## config.mk

```make
export PLATFORM = sky130hd
export DESIGN_NAME = rv32_fetch
export DESIGN_NICKNAME = d
export VERILOG_FILES = /design/src/rtl/rv32_fetch.sv
export SDC_FILE = /design/constraint.sdc
export NUM_CORES = 1
export LEC_CHECK = 0
export ABC_AREA = 1
export ABC_CLOCK_PERIOD_IN_PS = 7400
export BUFFER_PORTS_ARGS = -buffer_cell sky130_fd_sc_hd__buf_2
export CAP_MARGIN = 20
export CORE_MARGIN = 2
export CORE_UTILIZATION = 30
export CTS_CLUSTER_DIAMETER = 100
export CTS_CLUSTER_SIZE = 25
export DETAILED_ROUTE_END_ITERATION = 16
export PLACE_DENSITY = 0.5
export SLEW_MARGIN = 20
export SYNTH_ARGS = -nofsm -noshare
export SYNTH_HDL_FRONTEND = slang
export SYNTH_SLANG_ARGS = --single-unit
export TNS_END_PERCENT = 30
```

## constraint.sdc

```tcl
create_clock -name clk -period 7.4 [get_ports clk]
set_input_delay 1.48 -clock clk [delete_from_list [all_inputs] [get_ports clk]]
set_output_delay 1.48 -clock clk [all_outputs]
set_load 0.03 [all_outputs]
```

## src/rtl/rv32_fetch.sv

```systemverilog
// ---------------------------------------------------------------------------
// rv32_fetch
//
// Instruction fetch stage of the rv32 pipeline. Owns the PC, runs the
// instruction-bus read handshake, applies a static branch predictor and
// presents one registered instruction slot per cycle to decode.
//
// Ports
//   clk, reset                 clock, asynchronous active-high reset
//   ce_i                       clock enable; all state holds when low
//   stall_in / flush_in        hazard unit: hold outputs+PC / bubble next slot
//   branch_mispredicted_in,
//   branch_pc_in               execute redirect
//   trap_in, trap_pc_in        writeback redirect (wins over mispredict)
//   instr_read_out,
//   instr_address_out          bus request and word address
//   instr_ready_in,
//   instr_fault_in,
//   instr_read_value_in        bus response (fault/data qualified by ready)
//   valid_out, exception_out,
//   exception_cause_out,
//   branch_predicted_taken_out,
//   pc_out, instr_out          registered decode-facing slot
// ---------------------------------------------------------------------------
module rv32_fetch #(
  parameter logic [31:0] RESET_VECTOR = 32'h0000_0000,
  parameter bit          PREDICT_EN   = 1'b1
) (
  input  logic        clk,
  input  logic        reset,
  input  logic        ce_i,
  input  logic        stall_in,
  input  logic        flush_in,
  input  logic        branch_mispredicted_in,
  input  logic [31:0] branch_pc_in,
  input  logic        trap_in,
  input  logic [31:0] trap_pc_in,
  output logic        instr_read_out,
  output logic [31:0] instr_address_out,
  input  logic        instr_ready_in,
  input  logic        instr_fault_in,
  input  logic [31:0] instr_read_value_in,
  output logic        valid_out,
  output logic        exception_out,
  output logic [3:0]  exception_cause_out,
  output logic        branch_predicted_taken_out,
  output logic [31:0] pc_out,
  output logic [31:0] instr_out
);

  typedef enum logic [1:0] {
    S_FETCH, // issue or await a request
    S_HOLD,  // response buffered while decode is stalled
    S_DRAIN, // swallow the response of a request made before a redirect
    S_HALT   // stopped after a fetch exception, waiting for a redirect
  } state_t;

  localparam logic [3:0] CAUSE_MISALIGNED = 4'd0;
  localparam logic [3:0] CAUSE_FAULT      = 4'd1;

  localparam logic [6:0] OP_JAL    = 7'b1101111;
  localparam logic [6:0] OP_BRANCH = 7'b1100011;

  state_t      state_q;
  logic [31:0] pc_q;
  logic [31:0] drain_addr_q;
  logic [31:0] hold_word_q;
  logic        hold_fault_q;

  logic        valid_q;
  logic        exc_q;
  logic [3:0]  cause_q;
  logic        pred_q;
  logic [31:0] pc_out_q;
  logic [31:0] instr_q;

  // ------------------------------------------------------------------------
  // Redirect and bus request
  // ------------------------------------------------------------------------
  logic        redirect;
  logic [31:0] redirect_pc;
  logic        misaligned;
  logic        bus_req;

  assign redirect    = trap_in | branch_mispredicted_in;
  assign redirect_pc = trap_in ? trap_pc_in : branch_pc_in;
  assign misaligned  = (pc_q[1:0] != 2'b00);

  // A misaligned PC never reaches the bus. While draining, the old address
  // stays on the bus so the request is not withdrawn before ready.
  assign bus_req = ((state_q == S_FETCH) && !misaligned) || (state_q == S_DRAIN);

  // The request is gated by reset so every output reads 0 while in reset.
  assign instr_read_out    = bus_req & ~reset;
  assign instr_address_out = (state_q == S_DRAIN) ? drain_addr_q : pc_q;

  // ------------------------------------------------------------------------
  // Candidate instruction: fresh from the bus in FETCH, buffered in HOLD
  // ------------------------------------------------------------------------
  logic        avail;
  logic [31:0] avail_word;
  logic        avail_fault;

  assign avail       = ((state_q == S_FETCH) && !misaligned && instr_ready_in) ||
                       (state_q == S_HOLD);
  assign avail_word  = (state_q == S_HOLD) ? hold_word_q  : instr_read_value_in;
  assign avail_fault = (state_q == S_HOLD) ? hold_fault_q : instr_fault_in;

  // ------------------------------------------------------------------------
  // Static predictor: JAL and backward conditional branches are taken
  // ------------------------------------------------------------------------
  logic [31:0] j_imm;
  logic [31:0] b_imm;
  logic        is_jal;
  logic        is_back_branch;
  logic        pred_taken;
  logic [31:0] pred_next_pc;

  assign j_imm = {{12{avail_word[31]}}, avail_word[19:12], avail_word[20],
                  avail_word[30:21], 1'b0};
  assign b_imm = {{20{avail_word[31]}}, avail_word[7], avail_word[30:25],
                  avail_word[11:8], 1'b0};

  assign is_jal         = (avail_word[6:0] == OP_JAL);
  assign is_back_branch = (avail_word[6:0] == OP_BRANCH) && avail_word[31];
  assign pred_taken     = PREDICT_EN && (is_jal || is_back_branch);
  assign pred_next_pc   = pred_taken ? pc_q + (is_jal ? j_imm : b_imm)
                                     : pc_q + 32'd4;

  // ------------------------------------------------------------------------
  // Slot that would be presented to decode this cycle if not stalled
  // ------------------------------------------------------------------------
  logic        slot_valid;
  logic        slot_exc;
  logic [3:0]  slot_cause;
  logic        slot_pred;
  logic [31:0] slot_instr;

  // NOTE: every signal written here gets a default first so no latch is
  // inferred on paths that leave it untouched.
  always_comb begin
    slot_valid = 1'b0;
    slot_exc   = 1'b0;
    slot_cause = CAUSE_MISALIGNED;
    slot_pred  = 1'b0;
    slot_instr = '0;
    if ((state_q == S_FETCH) && misaligned) begin
      slot_exc   = 1'b1;
      slot_cause = CAUSE_MISALIGNED;
    end else if (avail) begin
      if (avail_fault) begin
        slot_exc   = 1'b1;
        slot_cause = CAUSE_FAULT;
      end else begin
        slot_valid = 1'b1;
        slot_instr = avail_word;
        slot_pred  = pred_taken;
      end
    end
  end

  // ------------------------------------------------------------------------
  // State, PC and registered decode slot
  // ------------------------------------------------------------------------
  // NOTE: sequential state uses non-blocking assignments so every register
  // samples pre-edge values regardless of statement order.
  always_ff @(posedge clk or posedge reset) begin
    if (reset) begin
      state_q      <= S_FETCH;
      pc_q         <= RESET_VECTOR;
      drain_addr_q <= '0;
      hold_word_q  <= '0;
      hold_fault_q <= 1'b0;
      valid_q      <= 1'b0;
      exc_q        <= 1'b0;
      cause_q      <= '0;
      pred_q       <= 1'b0;
      pc_out_q     <= '0;
      instr_q      <= '0;
    end else if (ce_i) begin
      // Decode-facing slot: redirect/flush force a bubble, stall freezes it,
      // otherwise whatever was produced this cycle (possibly nothing).
      if (redirect || flush_in) begin
        valid_q <= 1'b0;
        exc_q   <= 1'b0;
        cause_q <= '0;
        pred_q  <= 1'b0;
      end else if (!stall_in) begin
        valid_q  <= slot_valid;
        exc_q    <= slot_exc;
        cause_q  <= slot_cause;
        pred_q   <= slot_pred;
        pc_out_q <= pc_q;
        instr_q  <= slot_instr;
      end

      if (redirect) begin
        pc_q         <= redirect_pc;
        hold_word_q  <= '0;
        hold_fault_q <= 1'b0;
        // A request still in flight must complete before the new PC is
        // fetched; a further redirect while draining keeps the old address.
        if (bus_req && !instr_ready_in) begin
          state_q      <= S_DRAIN;
          drain_addr_q <= instr_address_out;
        end else begin
          state_q <= S_FETCH;
        end
      end else begin
        unique case (state_q)
          S_FETCH: begin
            if (misaligned) begin
              if (!stall_in) state_q <= S_HALT;
            end else if (instr_ready_in) begin
              if (stall_in) begin
                hold_word_q  <= instr_read_value_in;
                hold_fault_q <= instr_fault_in;
                state_q      <= S_HOLD;
              end else if (instr_fault_in) begin
                state_q <= S_HALT;
              end else begin
                pc_q <= pred_next_pc;
              end
            end
          end
          S_HOLD: begin
            if (!stall_in) begin
              if (hold_fault_q) begin
                state_q <= S_HALT;
              end else begin
                pc_q    <= pred_next_pc;
                state_q <= S_FETCH;
              end
            end
          end
          S_DRAIN: begin
            if (instr_ready_in) state_q <= S_FETCH;
          end
          S_HALT: begin
            state_q <= S_HALT;
          end
          default: state_q <= S_FETCH;
        endcase
      end
    end
  end

  assign valid_out                  = valid_q;
  assign exception_out              = exc_q;
  assign exception_cause_out        = cause_q;
  assign branch_predicted_taken_out = pred_q;
  assign pc_out                     = pc_out_q;
  assign instr_out                  = instr_q;

endmodule

```

Word-level counts from Yosys, hierarchy flattened:

Index checks and enable logic that the tools add are counted.

* input bits: 105
* word-level logic and storage cells: 116
* output and inout port bits: 104
* register bits after elaboration: 170

* add/sub/neg operators: 2
* mux-type cells: 58
* reductions and logical operators: 23
* equality and inequality tests: 17
* bitwise logic cells: 5

Operator list (count)
* $mux 32: 19
* $pmux 32 s2: 1
* $add 32x3->32 const B: 1
* $add 32x32->32: 1
* $mux 1: 24
* $ne 3x3->1 const B: 7
* $mux 2: 10
* $mux 20: 1
* $eq 7x7->1 const B: 2
* $mux 4: 2
* $ne 4x4->1 const B: 2
* $pmux 2 s4: 1
* $reduce_and 8->1: 1
* $reduce_bool 2->1: 4
* $reduce_and 3->1: 2
* $reduce_and 6->1: 1
* $logic_and 1x1->1: 5
* $ne 5x5->1 const B: 1
* $reduce_and 5->1: 1
* $eq 2x2->1 const B: 2
* $logic_or 1x1->1: 4
* $not 1->1: 3
* $reduce_bool 3->1: 1
* $eq 2x1->1 const B: 1
* 7 further kinds: 8

Depth between registers and ports, before layout:

Gate-level depths: netlist (run 1).

* word-level depth: 12
* gate-level depth with buffers: 26
* gate-level depth less buffers: 25

Least setup slack after synthesis (run 1):

No wires, ideal clock.

* kind: input to register
* start: in instr_read_value_in[4]
* end: reg pc_q[11]
* stages: 20
* arrival time: 3.891 ns
* data required time: 7.283 ns
* setup time: 0.117 ns
* path slack: 3.392 ns
* cells stage by stage: o21ai_0 > nand2_1 > nor2_2 > nand3_1 > clkbuf_1 > nand2_1 > o21ai_0 > ha_1 > fa_1 > nand2_1 > nand3_1 > nand3_1 > nand2_1 > nand2_1 > nand2_1 > or2_2 > nand3_1 > nand3_1 > nand2_1 > nand2_1

* cells in the longest elaborated chain, start to end: 11
* elaborated cells on any way between the ends: 16
* those cells by class: 1 x add/sub; 2 x eq/ne; 11 x mux; 2 x reduce/logical

Ends and longest elaborated chain
* start, declared: RTL line 42 `input logic [31:0] instr_read_value_in,`
* $mux 32 *: RTL line 106 `assign avail_word = (state_q == S_HOLD) ? hold_word_q : instr_read_value_in;`
* $eq 7x7->1 (on tied branches): RTL line 124, 125
* $mux 20 / $logic_and 1x1->1 (equally long branches): RTL line 127, 125
* $add 32x32->32 / $logic_or 1x1->1 (equally long branches): RTL line 127, 126
* $mux 32 *: RTL line 127 `assign pred_next_pc = pred_taken ? pc_q + (is_jal ? j_imm : b_imm)`
* $mux 32: RTL line 219 `end else if (instr_fault_in) begin`
* $mux 32: RTL line 215 `if (stall_in) begin`
* $mux 32: RTL line 214 `end else if (instr_ready_in) begin`
* $mux 32: RTL line 212 `if (misaligned) begin`
* $pmux 32 s2 *: RTL line 210 `unique case (state_q)`
* $mux 32 *: RTL line 197 `if (redirect) begin`
* end signal, assigned: RTL line 198 `pc_q <= redirect_pc;`
* end signal, assigned: RTL line 222 `pc_q <= pred_next_pc;`
* end signal, assigned: RTL line 231 `pc_q <= pred_next_pc;`
* end, declared: RTL line 65 `logic [31:0] pc_q;`

Mark *: on every way between the ends. The rest lies on a longest branch, timed or not. The select of a mux whose other input is x is not followed.
A chain may end at the register's enable or synchronous reset.

Worst setup path in the final report (run 1):

* start: reg state_q[0]
* end: reg pc_q[14]

* cells in the longest elaborated chain, start to end: 12
* elaborated cells on any way between the ends: 26
* those cells by class: 1 x add/sub; 9 x eq/ne; 11 x mux; 5 x reduce/logical

Ends and longest elaborated chain
* start, declared: RTL line 64 `state_t state_q;`
* start signal, assigned: RTL line 169 `state_q <= S_FETCH;`
* start signal, assigned: RTL line 204 `state_q <= S_DRAIN;`
* start signal, assigned: RTL line 207 `state_q <= S_FETCH;`
* $eq 2x1->1: RTL line 106, 210
* $mux 32: RTL line 106
* $eq 7x7->1 (on tied branches): RTL line 124, 125
* $mux 20 / $logic_and 1x1->1 (equally long branches): RTL line 127, 125
* $add 32x32->32 / $logic_or 1x1->1 (equally long branches): RTL line 127, 126
* $mux 32: RTL line 127
* $mux 32: RTL line 219
* $mux 32: RTL line 215
* $mux 32: RTL line 214
* $mux 32: RTL line 212
* $pmux 32 s2: RTL line 210
* $mux 32: RTL line 197

Several ways; a longest one is shown, not always the timed one. The select of a mux whose other input is x is not followed.

==> summary.txt, run 1 <==
Run status
  – Status: finished clean

Detailed routing
  – WL final: 38,700 um
  – Final antenna-violating net count: 0
  – 1st-pass router iterations: 5
  – Initial DRC Count: 869
  – Vias per cell: 4.88
  – Routed via count: 11,200
  – DRC: 0
  – WL/cell: 17.0 um

CTS
  – Clk slew on worst S/H paths: 0.07 ns
  – CTS Sinks: 167
  – Cts repair resizes: 0
  – CTS tree: built
  – CTS root buffer: clkbuf_16
  – Num CTS Buffers: 17
  – Post-CTS setup buffer count: 0
  – Clk buf depth: 2
  – CTS H-Tree Depth: 4
  – Worst-Skew Late Latency: 0.45 ns
  – Hold_buf cts: 0

Layout
  – Share of post-route cells with drive strength above 1: 17.7%
  – Area grow syn2layout: 17.7%
  – # fillers: 3,975
  – Layout net count: 1,942
  – Design Area, Final: 13,200 um^2

Die
  – Die H: 197 um
  – Row Count: 70
  – Core Footprint: 36,700 um^2
  – Chip width: 197 um
  – Boundary Pins: 209
  – Die Area: 38,900 um^2
  – Starting Density: 30.6%

Synthesis
  – Synth Register Bits: 167
  – Syn Area/Cell: 6.86 um^2
  – Post-synth cell types: 41
  – Cells after Synth: 1,634
  – Ys Warns: 0
  – Seq/Total Area, Yosys: 37.3%
  – Syn Std Cell Area: 11,200 um^2

STA
  – Final setup violation count: 0
  – Worst-Margin Slew: 0.878 ns
  – Clk_skew: 0.0131 ns
  – Total negative slack: 0 ns
  – RSZ-0062 raised after global routing: no
  – Max_slew headroom: 41.5%
  – Final worst path period need: 4.78 ns
  – Final hold viol count: 0
  – Fmax: 0.209 GHz
  – Fin crit share: 64.6%
  – Fin. max-slew vios: 0

Global routing
  – Number of global-route vias before repair: 10,600
  – Largest net degree at the start of global routing: 104
  – First-pass GRT wire length: 60,000 um
  – Initial antenna violation count: 1
  – Gr usage total: 20.0%
  – Overall overflow remaining after global route: 0

Hold path
  – Worst min path class: register to register
  – HP Start: pc_out[4]

Placement
  – Dpl hpwl: 29,800 um
  – Placed instance area: 12,600 um^2
  – Final GP Congestion: 0.872
  – Number of port buffers: 205

Run
  – Max Cap Viol: 0

Critical path
  – Reg-to-reg startpoint: state_q[0]
  – Most used cell, CP: nand2_1
  – CP max FO: 44
  – CP max stage cell: o21ai_0
  – Crit-path cells: nand2_2 > buf_4 > inv_2 > o21ai_0 > nand2_1 > nor2_2 > nand3_1 > o21ai_0 > ha_1 > nand2_1 > nand3_1 > nand2_1 > nand2_1 > nand2_1 > nand2_1 > nor2_1 > o21ai_0 > nand3_1 > nand2_1 > o21ai_0
  – CP Capture Type: register
  – CP max stage delay: 0.61 ns
  – Setup CP Type: register to register
  – CP startpoint kind: register
  – CP startpoint: state_q[0]
  – Arr. time, crit path: 5.08 ns
  – Worst EP required: 7.70 ns

Pwr
  – Max IR drop VDD: 0.168 mV
  – P per Cell Area: 318 nW/um^2
  – Pleak: 6.83 nW
## registers in the layout, summed over array words and instances (netlist names)
| signal | flops |
|---|---|
| instr_out | 32 |
| state_q | 2 |
| pc_out | 32 |
| branch_predicted_taken_out | 1 |
| hold_fault_q | 1 |
| pc_q | 32 |
| drain_addr_q | 32 |
| valid_out | 1 |
| exception_cause_out | 1 |
| hold_word_q | 32 |
| exception_out | 1 |
## power by group
part	switching [W]	internal [W]
Sequential	0.000209	0.00114
Clock	0.000416	0.000436
Combinational	0.00137	0.000630
## placed cells by master (no fill, tap or decap), types with 4 or more instances in the layout
cell type,count
nand3b_1,4
inv_2,5
dfrtp_1,167
nor3_1,22
o211ai_2,5
clkbuf_16,17
o21bai_1,5
inv_6,5
inv_1,204
o21ai_2,4
xor2_1,16
mux2_1,5
or2_2,11
o21a_1,8
ha_1,33
buf_2,205
nor2_1,99
nand2_2,5
a31oi_1,6
o21ai_0,184
clkinvlp_4,5
o21ai_1,10
a21oi_1,76
nand3_1,117
nand2_1,510
nand4_1,13
buf_4,11
a21oi_2,5
mux2_2,27
## cell type report
cell class / count / area (um^2) / area share (%)
Antenna cell: 2 / 5.00 / 0.0379
Clock buffer: 17 / 425 / 3.22
Clock inverter: 14 / 118 / 0.891
Inverter: 210 / 793 / 6.01
Multi-Input combinational cell: 1189 / 5940 / 45.0
Sequential cell: 167 / 4180 / 31.7
Tap cell: 468 / 586 / 4.44
Timing Repair Buffer: 218 / 1160 / 8.76
## cell usage after synthesis (all sizes together)
| master | number | area share, % |
|---|---|---|
| a211oi | 1 | 0.067 |
| a21boi | 1 | 0.10 |
| a21oi | 82 | 3.8 |
| a31oi | 6 | 0.33 |
| and2 | 3 | 0.17 |
| buf | 32 | 1.8 |
| clkbuf | 38 | 1.3 |
| conb | 1 | 0.033 |
| dfrtp | 167 | 37 |
| fa | 1 | 0.18 |
| ha | 33 | 3.7 |
| inv | 210 | 7.0 |
| mux2 | 32 | 3.2 |
| nand2 | 515 | 17 |
| nand2b | 1 | 0.056 |
| nand3 | 119 | 5.4 |
| nand3b | 4 | 0.27 |
| nand4 | 13 | 0.73 |
| nor2 | 104 | 3.6 |
| nor3 | 22 | 0.98 |
| nor4 | 2 | 0.11 |
| o211ai | 5 | 0.56 |
| o21a | 8 | 0.54 |
| o21ai | 198 | 9.0 |
| o21bai | 5 | 0.33 |
| o41ai | 1 | 0.078 |
| or2 | 11 | 0.61 |
| xnor2 | 3 | 0.23 |
| xor2 | 16 | 1.2 |
## per-stage QoR
step | util (%) | instances | setup WS [ns] | hold slack [ns] | total power (W)
detailed placement | 34.4 | 2250 | 2.22 | 0.468 | 0.00336
finish | 36.0 | 2285 | 2.62 | 0.480 | 0.00420
global placement | 34.4 | 2250 | 2.35 | 0.461 | 0.00334
floorplan | - | 1636 | 1.40 | 0.458 | 0.00274
global route | 36.0 | 2283 | 2.01 | 0.511 | 0.00453
CTS | 35.8 | 2281 | 2.58 | 0.486 | 0.00422
## final timing paths
check	to	slack, ns	cells after the start
setup / recovery	pc_q[14]	2.62	20
hold / removal	pc_out[4]	0.48	2
setup reg to reg	pc_q[14]	2.62	20
hold reg to reg	pc_out[4]	0.48	2
max in group asynchronous	drain_addr_q[27]	5.20	3
min in group asynchronous	valid_out	1.02	2
## kinds of logic after synthesis
kind of cell / after synthesis / synth area share, %
mux: 32 / 3.21
xor+xnor: 19 / 1.48
flops: 167 / 37.3
buf+inv: 280 / 10.1
other cells: 1 / 0.0334
simple gates: 794 / 29.3
compound gates: 307 / 14.8
fa+ha+maj: 34 / 3.86
## worst max-delay path: cells and delay by family (launching register included)
kind                       cells  cell delay (ns)
and+or+nand+nor               13             1.79
DFF                            1             0.44
buffers and inverters          2             0.73
AOI/OAI and AO/OA              4             1.40
adders and majority gates      1             0.23
## metal layers
metal  up-vias  track usage, %  wire length, um
li1       5586               -                -
met1      5224            27.7            18200
met2       304            32.4            17900
met3        44            2.89             1900
met4         0            5.82              745
met5         -               0                0
No activity file was read; power rests on OpenSTA's default activity.
==> inputs of run 2 (changes only) <==
ABC_CLOCK_PERIOD_IN_PS = 4260   (was 7400)
PLACE_DENSITY = 0.52   (was 0.5)
clock period = 4.26 ns   (was 7.4 ns; I/O delays follow)
==> summary.txt, run 2 (synthesized netlist as in run 1, its figures left out) <==
Run status
  – Status: finished clean

STA
  – Final worst path period need: 3.76 ns (-1.03 ns)
  – Max_slew headroom: 31.3% (-10 points)
  – Final hold viol count: 0 (unchanged)
  – Fin crit share: 88.2% (+24 points)
  – Total negative slack: 0 ns (unchanged)
  – RSZ-0062 raised after global routing: no
  – Fmax: 0.266 GHz (+27%)
  – Final setup violation count: 0 (unchanged)
  – Fin. max-slew vios: 0 (unchanged)
  – Clk_skew: 0.0162 ns (+0.00304 ns)
  – Worst-Margin Slew: 1.03 ns (+0.149 ns)

Detailed routing
  – Initial DRC Count: 734 (-16%)
  – Routed via count: 11,100 (-0.12%)
  – WL final: 38,400 um (-0.91%)
  – WL/cell: 16.8 um (-1.1%)
  – DRC: 0 (unchanged)
  – Final antenna-violating net count: 0 (unchanged)
  – 1st-pass router iterations: 5 (unchanged)
  – Vias per cell: 4.87 (-0.33%)

Hold path
  – Worst min path class: register to register
  – HP Start: pc_out[4]

CTS
  – Post-CTS setup buffer count: 0 (unchanged)
  – Hold_buf cts: 0 (unchanged)
  – Cts repair resizes: 0 (unchanged)
  – CTS H-Tree Depth: 4 (unchanged)
  – CTS Sinks: 167 (unchanged)
  – CTS root buffer: clkbuf_16
  – Worst-Skew Late Latency: 0.45 ns (about the same)
  – Clk buf depth: 2 (unchanged)
  – CTS tree: built
  – Clk slew on worst S/H paths: 0.07 ns (about the same)
  – Num CTS Buffers: 17 (unchanged)

Layout
  – Share of post-route cells with drive strength above 1: 17.8% (+0.16 points)
  – Layout net count: 1,949 (+0.36%)
  – Commonest non-fill, non-tap cell in the layout: nand2_1
  – Fin cells: 2,290 (+0.22%)
  – Commonest non-fill, non-tap cells in the layout: nand2_1, buf_2, inv_1
  – Area grow syn2layout: 18.7%
  – Design Area, Final: 13,300 um^2 (+0.88%)
  – Final core utilization: 36.3% (+0.32 points)

Critical path
  – Setup CP Type: register to register
  – Arr. time, crit path: 4.05 ns (-1.03 ns)
  – CP Capture Type: register
  – CP startpoint: state_q[0]
  – Crit-path cells: nand2_4 > inv_2 > o21ai_0 > nand2_1 > nor2_2 > nand3_2 > nand2_1 > o21ai_0 > ha_1 > fa_1 > nand2_1 > nand3_1 > and2_1 > nand2_1 > nand2_1 > nand2_1 > nand2_1 > nand2_1 > a21oi_1 > o21ai_1 > o21ai_1
  – CP max stage delay: 0.46 ns (-0.15 ns)
  – Worst EP required: 4.55 ns (-3.15 ns)
  – Most used cell, CP: nand2_1
  – Reg-to-reg startpoint: state_q[0]
  – CP max stage cell: dfrtp_1
  – CP max FO: 14 (-68%)
  – CP startpoint kind: register

Run
  – Max Cap Viol: 0 (unchanged)

Die
  – Boundary Pins: 209 (unchanged)
  – Starting Density: 30.6% (unchanged)
  – Die Area: 38,900 um^2 (unchanged)
  – Die H: 197 um (unchanged)
  – Chip width: 197 um (unchanged)
  – Core Footprint: 36,700 um^2 (unchanged)
  – Row Count: 70 (unchanged)

Placement
  – Placed Instances: 2,259 (+0.40%)
  – Final GP Congestion: 0.938 (+7.6%)
  – Dpl hpwl: 29,600 um (-0.73%)
  – Number of port buffers: 205 (unchanged)
  – Placed instance area: 12,700 um^2 (+0.73%)

Pwr
  – P per Cell Area: 563 nW/um^2 (+77%)
  – Pleak: 6.90 nW (+0.98%)
  – Max IR drop VDD: 0.314 mV (+87%)

Global routing
  – First-pass GRT wire length: 59,600 um (-0.74%)
  – GRT met1 Usage: 26.7% (-1.1 points)
  – Initial antenna violation count: 1 (unchanged)
  – Overall overflow remaining after global route: 0 (unchanged)
  – GRT met3 Usage: 2.63% (-0.26 points)
  – Number of global-route vias before repair: 10,700 (+1.0%)
  – Grt peak-use layer: met2
  – Largest net degree at the start of global routing: 70 (-33%)
  – Met2 Use GR: 33.3% (+0.86 points)
  – Gr usage total: 19.9% (-0.12 points)
## run 2: power breakdown
| group | internal (W) | switching (W) | leakage, nW | total [W] |
|---|---|---|---|---|
| Clock | 0.000982 | 0.000693 | 0.291 | 0.00167 |
| Combinational | 0.00111 | 0.00239 | 4.44 | 0.00350 |
| Sequential | 0.00198 | 0.000348 | 2.17 | 0.00232 |
| Total | 0.00407 | 0.00343 | 6.90 | 0.00750 |
## run 2: metrics by stage
stage                     setup WS [ns]  hold slack [ns]  power, W
after global placement            0.144            0.460   0.00580
final                             0.503            0.482   0.00750
after detailed placement          0.125            0.465   0.00584
after CTS                         0.233            0.481   0.00753
after global routing             0.0541            0.505   0.00806
after floorplan                   0.880            0.458   0.00476
## run 2: worst paths after layout
check                                       to  slack (ns)  cells after the start
worst min-delay path                 pc_out[4]        0.48                      2
min in group asynchronous              pc_q[0]        0.60                      2
max in group asynchronous       hold_word_q[8]        2.80                      3
worst min register to register       pc_out[4]        0.48                      2
worst max register to register        pc_q[13]        0.50                     21
worst max-delay path                  pc_q[13]        0.50                     21
## run 2: area by class of cell
cell class / count / area, um^2
fill: 3950 / 23400
clock inverter: 10 / 171
tap: 468 / 586
inverter: 210 / 792
sequential: 167 / 4180
timing repair buffer: 225 / 1200
multi-input combinational: 1189 / 5950
clock buffer: 20 / 437
antenna: 1 / 2.50
## run 2: metal layers
metal	wire (um)	vias up	part of all wire, %
met3	1990	41	5.2
met2	18100	314	47
met4	812	0	2.1
met1	17500	5184	46
li1	-	5606	-
met5	0	-	0
## run 2: critical path: cells and delay by family (launching register included)
kind	cells	cell delay, ns
simple gates	13	1.67
buf+inv	1	0.08
flops	1	0.46
compound gates	5	0.70
fa+ha+maj	2	0.66
